[src/rtl/clock_adjust_pkg.sv]
// Shared constants and mode type for the time-adjust path.
// The ADJ_* encodings are also used by adjust_inc_control downstream.
package clock_adjust_pkg;

   localparam int unsigned ADJ_MODE_W = 3;

   localparam logic [ADJ_MODE_W-1:0] ADJ_NORMAL  = 3'b000;
   localparam logic [ADJ_MODE_W-1:0] ADJ_HOURS   = 3'b100;
   localparam logic [ADJ_MODE_W-1:0] ADJ_MINUTES = 3'b010;
   localparam logic [ADJ_MODE_W-1:0] ADJ_SECONDS = 3'b001;

   // The state encoding is the output encoding, so adjust_mode is the state register.
   typedef enum logic [ADJ_MODE_W-1:0] {
      MODE_NORMAL  = ADJ_NORMAL,
      MODE_HOURS   = ADJ_HOURS,
      MODE_MINUTES = ADJ_MINUTES,
      MODE_SECONDS = ADJ_SECONDS
   } adj_mode_e;

   // Next field in the NORMAL -> HOURS -> MINUTES -> SECONDS -> NORMAL cycle.
   // Any unexpected encoding falls back to NORMAL.
   function automatic adj_mode_e adj_mode_advance(input adj_mode_e cur);
      adj_mode_e nxt;
      case (cur)
         MODE_NORMAL:  nxt = MODE_HOURS;
         MODE_HOURS:   nxt = MODE_MINUTES;
         MODE_MINUTES: nxt = MODE_SECONDS;
         MODE_SECONDS: nxt = MODE_NORMAL;
         default:      nxt = MODE_NORMAL;
      endcase
      return nxt;
   endfunction

endpackage

[src/rtl/adjust_button_control_debouncer.sv]
// button_debouncer: 2-flop synchroniser plus counter debounce for one raw button.
// level is the accepted (stable) level; press is a one-cycle pulse on each
// accepted rising level. Releases produce no pulse.
module button_debouncer #(
   parameter int unsigned DEBOUNCE_CYCLES = 16
) (
   input  logic clk,
   input  logic rst,
   input  logic raw,
   output logic level,
   output logic press
);

   localparam int unsigned    CNT_W    = $clog2(DEBOUNCE_CYCLES + 1);
   localparam logic [CNT_W-1:0] CNT_LAST = CNT_W'(DEBOUNCE_CYCLES - 1);

   logic             s1;
   logic             s2;
   logic             stb;
   logic             stb_q;
   logic [CNT_W-1:0] cnt;

   // Bring the asynchronous button into the clk domain.
   always_ff @(posedge clk or posedge rst) begin
      if (rst) begin
         s1 <= 1'b0;
         s2 <= 1'b0;
      end else begin
         s1 <= raw;
         s2 <= s1;
      end
   end

   // Accept a new level only after it has differed from stb for DEBOUNCE_CYCLES
   // consecutive cycles; any return to the old level restarts the count.
   always_ff @(posedge clk or posedge rst) begin
      if (rst) begin
         stb <= 1'b0;
         cnt <= '0;
      end else if (s2 == stb) begin
         cnt <= '0;
      end else if (cnt == CNT_LAST) begin
         stb <= s2;
         cnt <= '0;
      end else begin
         cnt <= cnt + 1'b1;
      end
   end

   // Delayed copy of the stable level for rising-edge detection.
   always_ff @(posedge clk or posedge rst) begin
      if (rst) begin
         stb_q <= 1'b0;
      end else begin
         stb_q <= stb;
      end
   end

   assign level = stb;
   assign press = stb & ~stb_q;

endmodule

[src/rtl/adjust_button_control.sv]
// adjust_button_control: conditions the mode and increment buttons and runs
// the adjust-mode state machine feeding adjust_inc_control.
// Optional feature: define ADJUST_TIMEOUT_EN to return to NORMAL after
// TIMEOUT_CYCLES idle cycles in an adjust field.
module adjust_button_control
   import clock_adjust_pkg::*;
#(
   parameter int unsigned DEBOUNCE_CYCLES = 16,
   parameter int unsigned TIMEOUT_CYCLES  = 1024
) (
   input  logic                  clk,
   input  logic                  rst,
   input  logic                  mode_button_raw,
   input  logic                  inc_button_raw,
   output logic [ADJ_MODE_W-1:0] adjust_mode,
   output logic                  adjust_increment
);

   logic      mode_level;
   logic      mode_press;
   logic      inc_level;
   logic      inc_press;
   logic      timeout_fire;
   adj_mode_e mode_q;
   adj_mode_e mode_next;

   if (TIMEOUT_CYCLES < 2) begin : g_bad_timeout
      $error("adjust_button_control: TIMEOUT_CYCLES must be >= 2");
   end

   button_debouncer #(
      .DEBOUNCE_CYCLES(DEBOUNCE_CYCLES)
   ) u_mode_db (
      .clk   (clk),
      .rst   (rst),
      .raw   (mode_button_raw),
      .level (mode_level),
      .press (mode_press)
   );

   button_debouncer #(
      .DEBOUNCE_CYCLES(DEBOUNCE_CYCLES)
   ) u_inc_db (
      .clk   (clk),
      .rst   (rst),
      .raw   (inc_button_raw),
      .level (inc_level),
      .press (inc_press)
   );

   // Increment is level-driven; its press pulse has no consumer here.
   logic unused_inc_press;
   assign unused_inc_press = inc_press;

`ifdef ADJUST_TIMEOUT_EN
   localparam int unsigned      TMR_W    = $clog2(TIMEOUT_CYCLES);
   localparam logic [TMR_W-1:0] TMR_LAST = TMR_W'(TIMEOUT_CYCLES - 1);

   logic [TMR_W-1:0] tmr;

   // Idle timer: counts only while in an adjust field with both buttons released.
   always_ff @(posedge clk or posedge rst) begin
      if (rst) begin
         tmr <= '0;
      end else if (mode_press || timeout_fire || (mode_q == MODE_NORMAL) ||
                   mode_level || inc_level) begin
         tmr <= '0;
      end else begin
         tmr <= tmr + 1'b1;
      end
   end

   assign timeout_fire = (tmr == TMR_LAST);
`else
   assign timeout_fire = 1'b0;

   logic unused_mode_level;
   assign unused_mode_level = mode_level;
`endif

   // Next mode: a press advances (and beats a simultaneous timeout); illegal
   // encodings recover to NORMAL.
   always_comb begin
      case (mode_q)
         MODE_NORMAL, MODE_HOURS, MODE_MINUTES, MODE_SECONDS: mode_next = mode_q;
         default:                                             mode_next = MODE_NORMAL;
      endcase
      if (mode_press) begin
         mode_next = adj_mode_advance(mode_q);
      end else if (timeout_fire) begin
         mode_next = MODE_NORMAL;
      end
   end

   // Mode FSM and registered increment; increment uses the mode written on the
   // same edge so it drops together with a wrap to NORMAL.
   always_ff @(posedge clk or posedge rst) begin
      if (rst) begin
         mode_q           <= MODE_NORMAL;
         adjust_increment <= 1'b0;
      end else begin
         mode_q           <= mode_next;
         adjust_increment <= inc_level && (mode_next != MODE_NORMAL);
      end
   end

   assign adjust_mode = mode_q;

endmodule

[config.mk]
export PLATFORM = sky130hd
export DESIGN_NAME = adjust_button_control
export DESIGN_NICKNAME = d
export VERILOG_FILES = /design/src/rtl/clock_adjust_pkg.sv /design/src/rtl/adjust_button_control_debouncer.sv /design/src/rtl/adjust_button_control.sv
export SDC_FILE = /design/constraint.sdc
export NUM_CORES = 1
export LEC_CHECK = 0
export ABC_AREA = 1
export CAP_MARGIN = 0
export CORE_UTILIZATION = 45
export CTS_BUF_LIST = sky130_fd_sc_hd__clkbuf_4 sky130_fd_sc_hd__clkbuf_8
export CTS_CLUSTER_SIZE = 25
export DETAILED_ROUTE_END_ITERATION = 8
export GPL_TIMING_DRIVEN = 0
export PLACE_DENSITY = 0.68
export SYNTH_ARGS = -nofsm -noshare
export SYNTH_HDL_FRONTEND = slang
export SYNTH_SLANG_ARGS = --single-unit
[constraint.sdc]
create_clock -name clk -period 1.1 [get_ports clk]
set_clock_uncertainty 0.05 [all_clocks]
set_input_delay 0.22 -clock clk [delete_from_list [all_inputs] [get_ports clk]]
set_output_delay 0.22 -clock clk [all_outputs]
set_load 0.005 [all_outputs]
Word-level counts from Yosys, hierarchy flattened:

Cells that the tools add are included.

* multiplexer cells: 7
* equal/unequal tests: 7
* bitwise logic cells: 4
* reductions and logical operators: 6
* add/sub/neg operators: 2

Operator list (number)
* 2-to-1 mux 5 bit: 4
* adder 5 x 1 -> 5 bit (second input constant): 2
* equality test 5 x 4 -> 1 bit (second input constant): 2
* case mux 3 bit (3 select lines): 1
* 2-to-1 mux 3 bit: 2
* AND reduction 2 bit: 2
* OR reduction 4 bit: 1
* equality test 3 x 1 -> 1 bit (second input constant): 1
* equality test 3 x 2 -> 1 bit (second input constant): 1
* equality test 3 bit (second input constant): 1
* zero test 3 bit: 1
* NOT 1 bit: 3
* nonzero test 3 bit: 1
* equality test 1 bit: 2
* bitwise AND 1 bit: 1
* logical AND 1 bit: 1

* bits in registers: 21
* bits of input ports: 4
* output and inout bits: 4

Depth between registers and ports, before layout:

Gate-level depths: netlist of run 1.

* depth after elaboration: 6
* mapped depth: 8
* gate-level depth less buffers: 8

By module:

Synthesis of run 1 repeated with hierarchy kept, for this count alone.

* cells, all modules: 107
* area, all modules: 927.1 um2

By module, submodules not included
* button_debouncer: times used 2, area each 359.1 um2, cells an instance 39
* adjust_button_control: times used 1, area each 209.0 um2, cells an instance 29

Worst setup path before layout of run 1:

Ideal clock, no wire load.

* path kind: reg-to-reg
* from: register u_inc_db.cnt[0]
* to: register u_inc_db.cnt[3]
* stages on the path, launching flop included: 7
* arrival: 0.919 ns
* clock period less this slack: 1.088 ns
* path buffers: 0
* setup slack: 0.012 ns
* cells stage by stage: dfrtp_1 ha_1 nand2_1 nor2_1 nand2_1 nand2b_1 nor2_1

* word-level cells in the longest chain between the ends: 3
* elaborated cells on any way between the ends: 4
* those cells by class: add/sub: 1; eq/ne: 1; mux: 2

RTL lines
* from (decl): line adjust_button_control_debouncer.sv:21 `logic [CNT_W-1:0] cnt;`
* from (signal assigned): line adjust_button_control_debouncer.sv:46 `cnt <= cnt + 1'b1;`
* adder 5 x 1 -> 5 bit / equality test 5 x 4 -> 1 bit (equally long branches): line adjust_button_control_debouncer.sv:46, adjust_button_control_debouncer.sv:42
* 2-to-1 mux 5 bit *: line adjust_button_control_debouncer.sv:42 `end else if (cnt == CNT_LAST) begin`
* 2-to-1 mux 5 bit *: line adjust_button_control_debouncer.sv:40 `end else if (s2 == stb) begin`

Every way passes the cells marked *; elsewhere a longest branch is shown, timed or not.
A chain may end at the register's enable or synchronous reset.

Worst setup path after layout of run 1:

* from: register u_mode_db.cnt[0]
* to: register u_mode_db.cnt[3]

* word-level cells in the longest chain between the ends: 3
* elaborated cells on any way between the ends: 4
* those cells by class: add/sub: 1; eq/ne: 1; mux: 2

RTL lines (line)
* from (decl): adjust_button_control_debouncer.sv:21
* from (signal assigned): adjust_button_control_debouncer.sv:46
* adder 5 x 1 -> 5 bit / equality test 5 x 4 -> 1 bit (equally long branches): adjust_button_control_debouncer.sv:46, adjust_button_control_debouncer.sv:42
* 2-to-1 mux 5 bit *: adjust_button_control_debouncer.sv:42
* 2-to-1 mux 5 bit *: adjust_button_control_debouncer.sv:40

Marks and branches as above.

==> results of run 1 <==
## metal layers
layer | global-route usage (%) | wire [microns] | share of wire, %
met2 | 25.8 | 706 | 50
met4 | 12.7 | 46 | 3.3
met3 | 2.40 | 37 | 2.6
met5 | 0 | 0 | 0
met1 | 19.2 | 611 | 44
## cells by family (layout without fill, tap and decap cells)
logic type               after synthesis  after routing  synth area share, %
buffers and inverters                 13             33                 5.82
adder cells (fa/ha/maj)                2              2                 2.98
XOR/XNOR                               4              4                 4.18
AND/OR/NAND/NOR                       48             48                 24.3
flip-flops                            21             21                 62.7
## registers in the layout (all words and copies together) (netlist names)
name / cells
u_mode_db.s1: 1
u_inc_db.cnt: 5
u_mode_db.level: 1
u_mode_db.cnt: 5
adjust_increment: 1
adjust_mode: 3
u_inc_db.s2: 1
u_mode_db.s2: 1
u_inc_db.level: 1
u_inc_db.s1: 1
u_mode_db.stb_q: 1
## critical path, cell delays in order (launching register included)
cell and delay (ns):
dfrtp_1 0.40, buf_4 0.13, buf_4 0.12, nand3_1 0.10, xor2_1 0.17, nor2_1 0.06
## layout make-up
type	count	area (sq um)
clock buffer	3	22.5
clock inverter	1	5.00
fill	151	632
inverter	13	48.8
multi-input combinational	54	354
sequential	21	527
tap	25	31.3
timing repair buffer	16	125
## per-stage QoR
step	TNS, ns	utilization, %	total power, mW
after floorplan	0	-	0.883
after global placement	-3.65	53.8	0.910
after detailed placement	-4.16	53.8	0.913
after CTS	-0.297	60.1	1.30
after global routing	-0.966	63.8	1.36
final	-0.123	63.8	1.30
## power groups by stage
stage / combinational [mW] / clock, mW / sequential, mW
after floorplan: 0.0542 / 0 / 0.829
after global placement: 0.0792 / 0 / 0.831
after detailed placement: 0.0811 / 0 / 0.832
after CTS: 0.103 / 0.378 / 0.817
after global routing: 0.130 / 0.405 / 0.823
final: 0.114 / 0.368 / 0.819
## repair_timing
action                                  4_1_cts  5_1_grt
gates resized for setup                      24       18
pin swaps                                     7       12
buffers inserted                              8        2
endpoints found under the setup margin       12       15
## worst max path at each step
stage / from / end / slack, ns / cells after the start
2_1_floorplan: u_inc_db.cnt[0]$_DFF_PP0_ / u_inc_db.cnt[3]$_DFF_PP0_ / 0.01 / 6
3_3_place_gp: rst / u_mode_db.cnt[0]$_DFF_PP0_ / -0.15 / 2
3_5_place_dp: rst / u_mode_db.cnt[2]$_DFF_PP0_ / -0.16 / 2
4_1_cts: adjust_mode[2]$_DFF_PP0_ / adjust_mode[2] / -0.07 / 1
5_1_grt: u_mode_db.cnt[0]$_DFF_PP0_ / u_mode_db.cnt[0]$_DFF_PP0_ / -0.11 / 6
6_report: u_mode_db.cnt[0]$_DFF_PP0_ / u_mode_db.cnt[3]$_DFF_PP0_ / -0.03 / 5
## layout by cell type, fill, tap and decap left out
cell type	netlist	final
clkdlybuf4s50_1	0	3
buf_6	0	2
ha_2	0	2
nand3_2	0	1
nor2_2	0	1
buf_4	0	7
nand3_1	7	6
clkbuf_2	0	1
clkbuf_4	0	3
xor2_1	2	2
dfrtp_1	21	20
nor3b_2	0	1
nand2b_1	2	2
nor2_4	0	4
dfrtp_2	0	1
nand2_1	23	18
clkinv_2	0	1
xnor2_2	0	2
inv_1	13	11
nor3_2	0	2
inv_2	0	2
nand2_2	0	4
nand2_4	0	1
nor3b_1	2	1
nor2_1	12	7
buf_2	0	3
==> metrics.csv, run 1 <==
metric;value;unit
P_sw;0.308;mW
antenna viol nets, final;0;
crit path time final;1.13;ns
Congestion Overflow GR;0;
crit start category;flip-flop;
reg2reg path depth;5;
final hold slack;0.277;ns
Ys Warns;0;
area grow syn2layout;32.8;%
Sw Share;23.7;%
measured slew at the worst slew-check pin;0.736;ns
setup slack after layout;-0.0293;ns
worst hold path type;primary input to async pin;
reg-to-reg setup timing slack;-0.03;ns
CTS Buffer Depth;2;
reg2reg end;u_mode_db.cnt[3]$_DFF_PP0_;
top cells by count, synth;nand2_1, dfrtp_1, inv_1, nor2_1, nand3_1;
sequential-to-total area share from yosys stat;62.7;%
routed length per placed instance;10.5;microns
Cells after DPL;120;
Mapped Area;838;sq um
failing checks;negative setup slack;
Fmax;886;MHz
crit share post-route;103;%
pre-CTS setup slack;-0.164;ns
# setup viols final;9;
EDFF count, synth;0;
cell area after layout;0.00111;sq mm
Num CTS Buffers;3;
Yosys reg bits;21;
Crit Path Category;flip-flop to flip-flop;
port bufs;7;
WP data required;1.25;ns
CP Max Fanout;2;
area of the die;0.00204;sq mm
Worst-Skew Late Latency;0.30;ns
I/O Pins;8;
share of layout cells above drive strength 1;35.2;%
Vias;609;
initial DRC count;5;
status;complete, but fails checks;
Worst slew margin;50.9;%
hold_buf cts;0;
Via density;4.58;
internal power;0.993;mW
first-pass GRT wire length;2.23;mm
Initial Util;48.0;%
antenna violations before repair;0;
Synth Instances;88;
Initial DRT Pass Iterations;3;
largest net degree at the start of global routing;22;
Peak VDD IR;0.889;mV
share of the synthesized area in the top cell type;62.7;%
RSZ-0062 raised after global routing;true;
Layout Nets;115;
Leakage;0.570;nW
combinational power share;8.8;%
# DRC;0;
CTS tree;done;
post-route insts no fill;133;
hpwl dp;822;microns
htree depth;1;
final slew viol count;0;
top_reg_cell synth;dfrtp_1;
vias in the first global route;547;
Synth async-reset ratio;100;%
maxcap violations;0;
clock root cell;clkbuf_4;
crit path DAT;1.28;ns
ANT cells;0;
Distinct cells, synth;11;
FP Rows;15;
dominant cell by count in the synthesized netlist;nand2_1;
placed instance area;940;sq um
critical path endpoint category;flip-flop;
Core Box Area;0.00175;sq mm
die width;45.2;microns
pwr dens;1170;mW/mm^2
total track usage;16.1;%
Mapped Nets;94;
mean area per synthesized cell;9.53;sq um
sequential fraction of design power;62.9;%
RR Startpoint;u_mode_db.cnt[0]$_DFF_PP0_;
post-synth top area cell;dfrtp_1;
clk slew on worst S/H paths;0.12;ns
clock network power share;28.3;%
Final GP Congestion;0.724;
CTS Sinks;21;
die height;45.2;microns
final hold violation count;0;
Area contributors post-synth;dfrtp_1, nand2_1, inv_1;
Routed WL;1.40;mm
Power figures use the tool's default switching activity.
==> run 2, diff against run 1 <==
- CORE_ASPECT_RATIO: default -> 0.7
==> metrics.csv, run 2 (synthesis results as in run 1) <==
metric;value;unit;change
post-route insts no fill;129;;-3.0%
vias in the first global route;560;;+2.4%
CTS Buffer Depth;2;;unchanged
routed length per placed instance;12.6;microns;+20%
Final GP Congestion;0.704;;-2.8%
measured slew at the worst slew-check pin;0.739;ns;+0.00386 ns
reg2reg end;u_mode_db.cnt[4]$_DFF_PP0_;;
status;complete, but fails checks;;
share of layout cells above drive strength 1;38.0;%;+2.8 points
reg2reg path depth;5;;unchanged
crit start category;flip-flop;;
Peak VDD IR;0.931;mV;+4.7%
clock root cell;clkbuf_4;;
die width;53.6;microns;+19%
RSZ-0062 raised after global routing;true;;
crit share post-route;109;%;+6.3 points
Worst Path Buf+Inv;1;;-1
reg-to-reg setup timing slack;-0.1;ns;-0.07 ns
fin util;66.5;%;+2.7 points
FP Rows;12;;-3
ANT cells;0;;unchanged
Setup TNS;-0.392;ns;-0.269 ns
fill count;126;;-17%
final hold slack;0.282;ns;+0.00595 ns
crit path time final;1.20;ns;+0.0698 ns
crit path from;u_mode_db.cnt[0]$_DFF_PP0_;;
critical path endpoint category;flip-flop;;
# setup viols final;12;;+3
P_sw;0.287;mW;-7.0%
Worst slew margin;50.7;%;-0.26 points
WP data required;1.26;ns;about the same
hpwl dp;907;microns;+10%
Sw Share;21.9;%;-1.8 points
crit path DAT;1.36;ns;+0.08 ns
port bufs;7;;unchanged
setup slack after layout;-0.0990;ns;-0.0698 ns
Leakage;0.564;nW;-1.1%
die height;38.1;microns;-16%
Crit. path cell count;5;;unchanged
Initial Util;50.3;%;+2.3 points
first-pass GRT wire length;2.32;mm;+4.0%
area grow syn2layout;32.2;%;
Initial DRT Pass Iterations;4;;+1
Via density;4.92;;+7.5%
final hold violation count;0;;unchanged
failing checks;negative setup slack;;
largest net degree at the start of global routing;22;;unchanged
CTS tree;done;;
Crit path max-delay family;flip-flops;;
Routed WL;1.63;mm;+16%
Vias;635;;+4.3%
CTS Sinks;21;;unchanged
Worst-Skew Late Latency;0.30;ns;about the same
Core Box Area;0.00167;sq mm;-4.5%
CP Max Fanout;3;;+1
maxcap violations;0;;unchanged
Worst Setup EP;u_mode_db.cnt[4]$_DFF_PP0_;;
initial DRC count;11;;+6
I/O Pins;8;;unchanged
antenna viol nets, final;0;;unchanged
crit path max-delay cell type;dfrtp_1;;
clk slew on worst S/H paths;0.11;ns;about the same
Layout Nets;115;;unchanged
area of the die;0.00204;sq mm;+0.13%
final slew viol count;0;;unchanged
Fmax;834;MHz;-5.8%
clock network power share;28.8;%;+0.5 points
htree depth;1;;unchanged
antenna violations before repair;0;;unchanged
Crit Path Category;flip-flop to flip-flop;;
pwr dens;1180;mW/mm^2;+0.88%
total track usage;17.8;%;+1.7 points
Num CTS Buffers;3;;unchanged
combinational power share;8.5;%;-0.3 points
worst hold path type;primary input to async pin;;
internal power;1.02;mW;+2.7%
Critical Path, Cell by Cell;ha_2 -> nand2_2 -> nor2_4 -> buf_4 -> nor3_1;;
Congestion Overflow GR;0;;unchanged
sequential fraction of design power;62.7;%;-0.2 points
most common cell after layout, fill and taps aside;dfrtp_1;;
Cells after DPL;116;;-3.3%
most frequent cells in the layout;dfrtp_1, nand2_1, inv_1, nand2_2, nor2_1;;
# DRC;0;;unchanged
RR Startpoint;u_mode_db.cnt[0]$_DFF_PP0_;;
Worst path max stage delay;0.43;ns;+0.03 ns
==> run 2: worst min path at each step <==
| stage | from | end | slack (ns) | cells after the start |
|---|---|---|---|---|
| 3_5_place_dp | u_inc_db.s1$_DFF_PP0_ | u_inc_db.s2$_DFF_PP0_ | 0.29 | 0 |
| 3_3_place_gp | u_mode_db.s1$_DFF_PP0_ | u_mode_db.s2$_DFF_PP0_ | 0.28 | 0 |
| 5_1_grt | inc_button_raw | u_inc_db.s1$_DFF_PP0_ | 0.28 | 1 |
| 2_1_floorplan | rst | adjust_increment$_DFF_PP0_ | 0.15 | 1 |
| 6_report | rst | u_inc_db.level$_DFFE_PP0P_ | 0.28 | 2 |
| 4_1_cts | mode_button_raw | u_mode_db.s1$_DFF_PP0_ | 0.30 | 1 |
==> run 2: per-stage QoR <==
stage / total power [mW] / worst slack (ns) / cell area (sq um)
2_1_floorplan: 0.883 / 0.0116 / 838
3_3_place_gp: 0.911 / -0.156 / 935
3_5_place_dp: 0.916 / -0.171 / 935
4_1_cts: 1.32 / -0.0569 / 1050
5_1_grt: 1.38 / -0.126 / 1110
6_report: 1.31 / -0.0990 / 1110
==> run 2: repair_timing <==
action,4_1_cts,5_1_grt
resized for setup,31,14
pin swaps,10,8
buffers inserted,6,3
setup endpoints to repair,13,16
hold buffers,0,0
cloned,0,0
==> run 2: per-layer routing <==
layer / track usage, % / up-vias / routed length [microns]
met5: 0 / - / 0
met4: 8.55 / 0 / 35
met3: 8.33 / 4 / 82
met2: 28.4 / 18 / 855
met1: 20.1 / 309 / 657
li1: - / 304 / -
==> run 2: power by group through the flow <==
stage               clock network (mW)  logic [mW]  registers, mW
finish                           0.377       0.111          0.819
floorplan                            0      0.0542          0.829
detailed placement                   0      0.0827          0.833
global placement                     0      0.0793          0.832
CTS                              0.400      0.0997          0.818
global route                     0.431       0.125          0.822
==> run 2: cell type report <==
cell class	instances	area, sq um	area share [%]
flip-flops and latches	21	527	47.5
multi-input cells	54	342	30.8
repair buffers	16	133	12.0
inverters	13	51.3	4.63
clock buffers	4	30.0	2.71
well taps	21	26.3	2.37
==> RTL edit (config.mk and constraints of run 2) <==
`DEBOUNCE_CYCLES` is set to 16 in 2 places; all go to 8.
--- a/src/rtl/adjust_button_control_debouncer.sv
+++ b/src/rtl/adjust_button_control_debouncer.sv
@@ -3,5 +3,5 @@
 // accepted rising level. Releases produce no pulse.
 module button_debouncer #(
-   parameter int unsigned DEBOUNCE_CYCLES = 16
+   parameter int unsigned DEBOUNCE_CYCLES = 8
 ) (
    input  logic clk,
--- a/src/rtl/adjust_button_control.sv
+++ b/src/rtl/adjust_button_control.sv
@@ -6,5 +6,5 @@
    import clock_adjust_pkg::*;
 #(
-   parameter int unsigned DEBOUNCE_CYCLES = 16,
+   parameter int unsigned DEBOUNCE_CYCLES = 8,
    parameter int unsigned TIMEOUT_CYCLES  = 1024
 ) (
Function: no difference found for any inputs over 10 cycles, from zero or initial values and one cycle with rst high; that may be too few to reach the edited logic, so the function may still have changed.
==> RTL edit against run 2 <==
- cell count down 11%
- design area down 14%
- critical path type unchanged
- critical endpoint is now u_inc_db.level$_DFFE_PP0P_
- highest routed layer is now met3
- sequential cell count down 2
- the run still ends with setup timing left
- wire length down 30%
- area after synthesis down 9.3%
- critical path depth down 1
- setup slack better by 0.020 ns
- fmax up 1.7%
Power is not compared: it rests on default switching activity, and its combinational part moved more than twofold at a synthesized area within 25%.
==> RTL edit: results (changes against run 2) <==
Cells and area
  • Fraction of area in multi-input gates: 28.76% (-2.1 points)
  • Register share of the cell area: 50.13% (+2.6 points)
  • Share of layout cells above drive strength 1: 25.53% (-12 points)
  • Signal buffers: 13 (-3)
  • Non-clock buffering overhead: 10.03% (-1.9 points)
  • Clk tree area frac: 3.166% (+0.46 points)
  • Multi-input comb cells: 45 (-17%)
  • Area Growth Syn to Fin: 24.67%
  • Fillers: 159 (+26%)

Clocking
  • Post-CTS setup repair buffer count: 5 (-1)

Timing
  • Worst relative slew slack: 54.36% (+3.7 points)
  • Setup violations, final: 6 (-6)
  • Hold_ws: 0.2777 ns (-0.004811 ns)
  • Setup ws final: -0.07948 ns (+0.01957 ns)

Critical path
  • Crit path DAT: 1.31 ns (-0.05 ns)
  • Worst path max stage delay: 0.37 ns (-0.06 ns)
  • End of the critical path: u_inc_db.level$_DFFE_PP0P_
  • R2r startpoint: u_inc_db.cnt[1]$_DFF_PP0_
  • Reg2Reg Depth: 4 (-1)

Global route
  • First-pass GRT wire length: 2.001 mm (-14%)
  • All-layer global routing usage: 15.80% (-2.0 points)
  • Pin count of the biggest net entering global routing: 20 (-9.1%)

Placed design
  • Global placer's final weighted congestion: 0.7271 (+3.3%)
  • Final HPWL DP: 818.5 µm (-9.7%)
  • Placed Instance Area: 868.3 µm² (-7.1%)

Route
  • Drt pass-1 iters: 2 (-2)
  • 1st-iter DRT viols: 3 (-8)
  • Routed WL: 1.149 mm (-30%)
  • DR top layer: met3
  • DRT met1 WL: 506 µm (-23%)
  • DR WL met3: 55 µm (-33%)

Logic synthesis
  • Seq/Total Area, Yosys: 62.50% (-0.19 points)
  • Syn nets: 83 (-12%)
  • Synth top cells by count: dfrtp_1, nand2_1, inv_1
  • Synthesis-stage register bit count: 19 (-9.5%)
  • Synth cell types: 14 (+3)
  • Synth top area cells: dfrtp_1, nand2_1, inv_1, nor2_1, ha_1

Status
  • Outcome: finished, violations left
  • Violated checks: setup timing
RTL edit: changes by cell type in the layout (fill, tap and decap cells not counted), moves of 2 or more:
cell,change
nand2_2,-7
buf_6,-4
inv_1,+4
inv_2,-3
nor2_4,-3
nand2b_1,-2
nand3_1,-2
nor2_1,+2
o21bai_1,+2
RTL edit: worst min-delay path by stage:
stage | start | end
2_1_floorplan | rst | adjust_increment$_DFF_PP0_
3_3_place_gp | u_mode_db.s1$_DFF_PP0_ | u_mode_db.s2$_DFF_PP0_
3_5_place_dp | u_inc_db.s1$_DFF_PP0_ | u_inc_db.s2$_DFF_PP0_
4_1_cts | rst | u_mode_db.level$_DFFE_PP0P_
5_1_grt | inc_button_raw | u_inc_db.s1$_DFF_PP0_
6_report | rst | u_inc_db.cnt[2]$_DFF_PP0_
RTL edit: per-layer routing:
metal	vias up	GRT usage (%)
li1	271	-
met1	240	17.31
met2	9	27.30
met3	0	7.692
met4	0	4.167
met5	-	0
RTL edit: metrics by stage:
step	setup slack [ns]	std cells
after floorplan	-0.06124	77
after global placement	-0.09475	105
after detailed placement	-0.1183	105
after CTS	-0.07522	114
after global routing	-0.1337	115
final	-0.07948	115
RTL edit: kinds of logic after synthesis:
| family | after synthesis | synth area share (%) |
|---|---|---|
| xor+xnor | 4 | 4.606 |
| simple gates | 35 | 19.08 |
| compound gates | 3 | 2.630 |
| flops | 19 | 62.50 |
| fa+ha+maj | 2 | 3.289 |
| mux | 1 | 1.480 |
| buf+inv | 13 | 6.415 |
RTL edit: critical path, delay by kind of cell, from the launching register on:
kind                     cells  cell delay (ns)
flip-flops                   1             0.37
multiplexers                 1             0.30
adder cells (fa/ha/maj)      1             0.19
AND/OR/NAND/NOR              2             0.17
